### config.mk
export PLATFORM = sky130hd
export DESIGN_NAME = scan_chain_ctrl
export DESIGN_NICKNAME = d
export VERILOG_FILES = /design/src/rtl/scan_pkg.sv /design/src/rtl/scan_piso_sipo.sv /design/src/rtl/scan_chain_ctrl.sv
export SDC_FILE = /design/constraint.sdc
export NUM_CORES = 1
export LEC_CHECK = 0
export BUFFER_PORTS_ARGS = -buffer_cell sky130_fd_sc_hd__buf_4
export CAP_MARGIN = 20
export CORE_UTILIZATION = 35
export DETAILED_ROUTE_END_ITERATION = 10
export PLACE_DENSITY = 0.55
export SLEW_MARGIN = 20
export SYNTH_ARGS = -nofsm -noshare
export SYNTH_HDL_FRONTEND = slang
export SYNTH_SLANG_ARGS = --single-unit
export TNS_END_PERCENT = 1
### constraint.sdc
create_clock -name clk -period 3.2 [get_ports clk]
set_clock_uncertainty 0.2 [all_clocks]
set_input_delay 0.8 -clock clk [delete_from_list [all_inputs] [get_ports clk]]
set_output_delay 0.8 -clock clk [all_outputs]
set_load 0.01 [all_outputs]
### src/rtl/scan_pkg.sv
// Shared definitions for the scan chain controller: state encoding and
// default chain geometry.
package scan_pkg;

   localparam int DEF_CHAIN_LEN  = 8;
   localparam int DEF_CAP_CYCLES = 1;
   localparam int DEF_CNT_W      = 4;

   typedef enum logic [2:0] {
      ST_IDLE      = 3'd0,
      ST_SHIFT_IN  = 3'd1,
      ST_CAPTURE   = 3'd2,
      ST_SHIFT_OUT = 3'd3,
      ST_DONE      = 3'd4
   } state_t;

endpackage

### src/rtl/scan_piso_sipo.sv
// Pattern/response register: parallel load, MSB-first serial read and
// serial capture, both addressed by a bit index counting up from the MSB.
module scan_piso_sipo
   import scan_pkg::*;
#(
   parameter int CHAIN_LEN = DEF_CHAIN_LEN,
   parameter int CNT_W     = DEF_CNT_W
) (
   input  logic                 clk,
   input  logic                 load,
   input  logic [CHAIN_LEN-1:0] load_data,
   input  logic                 capture,
   input  logic [CNT_W-1:0]     idx,
   input  logic                 sin,
   output logic [CHAIN_LEN-1:0] data,
   output logic                 sout
);

   logic [CHAIN_LEN-1:0] data_q;

   // NOTE: pure datapath storage is left unreset; the controller masks it
   // with a reset-cleared valid flag, so its power-up contents never escape.
   always_ff @(posedge clk) begin
      if (load) begin
         data_q <= load_data;
      end else if (capture) begin
         for (int i = 0; i < CHAIN_LEN; i++) begin
            if (idx == CNT_W'(CHAIN_LEN - 1 - i)) data_q[i] <= sin;
         end
      end
   end

   // Index 0 addresses the MSB, so counting up walks MSB -> LSB.
   always_comb begin
      sout = 1'b0;
      for (int i = 0; i < CHAIN_LEN; i++) begin
         if (idx == CNT_W'(CHAIN_LEN - 1 - i)) sout = data_q[i];
      end
   end

   assign data = data_q;

endmodule

### src/rtl/scan_chain_ctrl.sv
// Scan test controller: shifts a pattern into an external FF_scan chain,
// pulses capture, unloads the response and flags any mismatch.
module scan_chain_ctrl
   import scan_pkg::*;
#(
   parameter int CHAIN_LEN  = DEF_CHAIN_LEN,
   parameter int CAP_CYCLES = DEF_CAP_CYCLES,
   parameter int CNT_W      = DEF_CNT_W
) (
   input  logic                 clk,
   input  logic                 reset,
   input  logic                 start,
   input  logic [CHAIN_LEN-1:0] pattern_in,
   input  logic [CHAIN_LEN-1:0] expected,
   input  logic                 SO,
   output logic                 SE,
   output logic                 SD,
   output logic                 busy,
   output logic                 done,
   output logic [CHAIN_LEN-1:0] response,
   output logic                 mismatch
);

   localparam logic [CNT_W-1:0] LAST_BIT = CNT_W'(CHAIN_LEN - 1);
   localparam logic [CNT_W-1:0] LAST_CAP = CNT_W'(CAP_CYCLES - 1);

   state_t               state, state_nxt;
   logic [CNT_W-1:0]     cnt, cnt_nxt;
   logic [CHAIN_LEN-1:0] exp_q;
   logic [CHAIN_LEN-1:0] reg_data;
   logic                 accept;
   logic                 pat_bit;
   logic                 exp_bit;
   logic                 resp_valid;
   logic                 mis_acc;

   assign accept = (state == ST_IDLE) && start;

   // Holds the pattern during shift-in, then is overwritten bit by bit with
   // the unloaded response.
   scan_piso_sipo #(
      .CHAIN_LEN (CHAIN_LEN),
      .CNT_W     (CNT_W)
   ) u_reg (
      .clk       (clk),
      .load      (accept),
      .load_data (pattern_in),
      .capture   (state == ST_SHIFT_OUT),
      .idx       (cnt),
      .sin       (SO),
      .data      (reg_data),
      .sout      (pat_bit)
   );

   always_comb begin
      exp_bit = 1'b0;
      for (int i = 0; i < CHAIN_LEN; i++) begin
         if (cnt == CNT_W'(CHAIN_LEN - 1 - i)) exp_bit = exp_q[i];
      end
   end

   // NOTE: every output of this block gets a default before the case, so no
   // path leaves a signal unassigned and no latch is inferred.
   always_comb begin
      state_nxt = state;
      cnt_nxt   = cnt + CNT_W'(1);
      SE        = 1'b0;
      SD        = 1'b0;
      busy      = 1'b1;
      done      = 1'b0;
      unique case (state)
         ST_IDLE: begin
            busy    = 1'b0;
            cnt_nxt = '0;
            if (start) state_nxt = ST_SHIFT_IN;
         end
         ST_SHIFT_IN: begin
            SE = 1'b1;
            SD = pat_bit;
            if (cnt == LAST_BIT) begin
               state_nxt = ST_CAPTURE;
               cnt_nxt   = '0;
            end
         end
         ST_CAPTURE: begin
            if (cnt == LAST_CAP) begin
               state_nxt = ST_SHIFT_OUT;
               cnt_nxt   = '0;
            end
         end
         ST_SHIFT_OUT: begin
            SE = 1'b1;
            if (cnt == LAST_BIT) begin
               state_nxt = ST_DONE;
               cnt_nxt   = '0;
            end
         end
         ST_DONE: begin
            done      = 1'b1;
            state_nxt = ST_IDLE;
            cnt_nxt   = '0;
         end
         default: begin
            busy      = 1'b0;
            state_nxt = ST_IDLE;
            cnt_nxt   = '0;
         end
      endcase
   end

   // NOTE: state is updated with non-blocking assignments so every register
   // samples pre-edge values, matching the flops in the scan chain itself.
   always_ff @(posedge clk) begin
      if (reset) begin
         state      <= ST_IDLE;
         cnt        <= '0;
         resp_valid <= 1'b0;
         mis_acc    <= 1'b0;
      end else begin
         state <= state_nxt;
         cnt   <= cnt_nxt;
         if (accept) begin
            resp_valid <= 1'b0;
            mis_acc    <= 1'b0;
         end else if (state == ST_SHIFT_OUT) begin
            // Compare each bit as it arrives; the OR is complete on entry to DONE.
            mis_acc <= mis_acc | (SO ^ exp_bit);
            if (cnt == LAST_BIT) resp_valid <= 1'b1;
         end
      end
   end

   always_ff @(posedge clk) begin
      if (accept) exp_q <= expected;
   end

   assign response = resp_valid ? reg_data : '0;
   assign mismatch = resp_valid & mis_acc;

endmodule

==> flow_summary.json <==
{
  "syn-num-nets": 174,
  "slowest_stage": "dfxtp_1",
  "yosysTopAreaCell": "edfxtp_1",
  "grt_antenna_before_repair": 0,
  "clkPwrFrac_pct": 28.8,
  "clk_pin_slew_ns": 0.08,
  "clk_path_buf_depth": 2,
  "grt_max_degree": 17,
  "start_kind": "flip-flop",
  "ys_types": 42,
  "ys_seq_elements": 25,
  "cts_root_buffer": "clkbuf_8",
  "cp_max_fo": 10,
  "dpl_cell_area_sq_um": 1680,
  "slew_viol_final": 0,
  "port_buffers": 32,
  "yosysWarnings": 0,
  "drv_cap": 0,
  "vias_per_cell": 5.08,
  "dieArea_sq_um": 4330,
  "netlist.area_leader.share_pct": 33.7,
  "crit_arrival_ns": 2.04,
  "syn_avg_cell_area_sq_um": 9.49,
  "power_density_nw_per_um2": 370,
  "h-tree-depth": 1,
  "die_height_um": 65.8,
  "hpwlAfterDp_um": 2400,
  "cts_buffers": 3,
  "grt_first_pass_wirelength_um": 5240,
  "critPathKind": "reg2out",
  "synth-edff-count": 16,
  "setup_viol": 0,
  "grtUsageTotal_pct": 16.0,
  "syn-cell-area_sq_um": 1420,
  "cts_sinks": 25,
  "power_frac_seq_pct": 57.9,
  "first_pass_iters": 4,
  "cpPeakStageDelay_ns": 0.41,
  "gr-total-overflow": 0,
  "first_global_vias": 1158,
  "via_count": 1147,
  "p_comb_share_pct": 13.3,
  "fmax_mhz": 329,
  "switching_power_mw": 0.149,
  "place_ws_ns": 0.363,
  "nets": 203,
  "antenna_left": 0,
  "ir_worst_vdd_mv": 0.180,
  "avgRoutedWirePerCell_um": 13.8,
  "fin_crit_ns": 3.04,
  "drtIter0Drc": 42,
  "clock_latency_ns": 0.26,
  "place.gp.congestion": 0.764,
  "swShare_pct": 23.2,
  "rrSetupSlack_ns": 1.17,
  "ys_seq_area_share_pct": 46.4,
  "row_count": 22,
  "end_kind": "output port",
  "area_growth_pct": 21.6,
  "synth_area_leaders": "edfxtp_1 34%, dfxtp_1 13%, nand2_1 6.9%",
  "wl_um": 3120,
  "status": "finished, final reports clean",
  "finalWorstSetupSlack_ns": 0.164,
  "cp_cell_sequence": "inv_1 > ha_1 > a221oi_2 > o21ai_0 > o221ai_1 > a21oi_1 > and3_1 > buf_4",
  "core-area_sq_um": 3770,
  "hp-class": "reg2reg",
  "critPathRequiredTime_ns": 2.20,
  "drive_gt1_share_pct": 26.4,
  "worstMarginPinSlew_ns": 0.400,
  "start_util_pct": 37.8,
  "yosys-top-cells-count": "26 x nand2_1, 16 x edfxtp_1, 11 x nor2_1",
  "remaining_drc_errors": 0,
  "stdcell_area_sq_um": 1730,
  "cts_tree": "done",
  "leakage_nw": 0.745,
  "syn_inst": 150,
  "intPower_mw": 0.492,
  "antennaDiodeCount": 0,
  "io_pins": 33,
  "slew_headroom_pct": 73.3,
  "hold_viol_final": 0,
  "synthFlopType": "edfxtp_1",
  "synth_most_common_cell": "nand2_1",
  "synthArstFlopShare_pct": 0,
  "fp.dieW_um": 65.8,
  "finalCritPeriodShare_pct": 94.9
}
==> final cells by class <==
type,instances,area [sq um]
Clock buffer,3,41.3
Inverter,4,15.0
Clock inverter,1,5.00
Fill cell,364,2040
Sequential cell,25,661
Timing Repair Buffer,34,255
Multi-Input combinational cell,111,694
Tap cell,48,60.1
==> sequential cells by signal, summed over array words and instances (netlist names) <==
| signal | count |
|---|---|
| resp_valid | 1 |
| cnt | 4 |
| mis_acc | 1 |
| state | 3 |
| exp_q | 8 |
| u_reg.data | 8 |
==> power groups by stage <==
stage,combinational [mW],clock (mW),sequential [mW]
after global routing,0.0949,0.204,0.373
after CTS,0.0852,0.195,0.371
final,0.0851,0.185,0.371
after detailed placement,0.0848,0,0.378
after floorplan,0.0521,0,0.374
after global placement,0.0828,0,0.379
==> critical path: cells and delay by family, from the launching register on <==
family | cells | cell delay (ns)
AO/OA/AOI/OAI | 4 | 0.62
flip-flops | 1 | 0.41
adder cells (fa/ha/maj) | 1 | 0.33
buffers and inverters | 2 | 0.23
AND/OR/NAND/NOR | 1 | 0.19
==> path summary, 6_finish.rpt <==
check        startpoint             to  cells after the start
max              cnt[0]             SD                      8
min              cnt[0]         cnt[0]                      1
max reg2reg      cnt[0]  u_reg.data[7]                      4
min reg2reg      cnt[0]         cnt[0]                      1
==> stage by stage <==
step                utilization [%]  power, mW  hold slack [ns]  TNS (ns)  cells
floorplan                         -      0.427            0.244         0    150
global placement               44.5      0.461            0.262         0    222
detailed placement             44.5      0.463            0.300         0    222
CTS                            45.7      0.651            0.322         0    226
global route                   45.9      0.672            0.376  -0.00776    226
finish                         45.9      0.641            0.315         0    226
==> layer usage <==
metal	track usage, %	vias up	part of all wire [%]
met5	0	-	0
met4	6.52	0	0.87
met3	2.59	4	3.8
met2	26.7	28	49
met1	20.5	536	46
li1	-	579	-
==> layout by cell type, fill, tap and decap left out, drive strengths merged, types with 2 or more instances in the layout <==
cell / Yosys / final
a211oi: 2 / 2
a21o: 7 / 7
a21oi: 4 / 4
and2: 10 / 10
buf: 8 / 34
clkbuf: 2 / 3
dfxtp: 9 / 9
edfxtp: 16 / 16
ha: 4 / 4
inv: 4 / 4
nand2: 27 / 27
nand2b: 2 / 2
nand3: 3 / 3
nand3b: 3 / 3
nor2: 12 / 12
nor2b: 4 / 4
nor3: 3 / 3
nor4b: 4 / 4
o21ai: 6 / 6
or3b: 2 / 2
xnor2: 2 / 2
xor2: 2 / 2
==> repair_timing <==
| action | 4_1_cts | 5_1_grt |
|---|---|---|
| endpoints found under the setup margin | 0 | 1 |
| setup buffers | 0 | 0 |
| endpoints found under the hold margin | 0 | 0 |
| hold buffers | 0 | 0 |
| resized for setup | 0 | 2 |
==> kinds of logic (layout without fill, tap and decap cells) <==
logic type	after synthesis	count (layout)	synth area share (%)
AO/OA/AOI/OAI	27	27	12.7
XOR/XNOR	4	4	2.46
adder cells (fa/ha/maj)	4	4	3.52
buffers and inverters	14	42	5.89
flip-flops	25	25	46.4
AND/OR/NAND/NOR	76	76	29.0
Power figures use the tool's default switching activity.
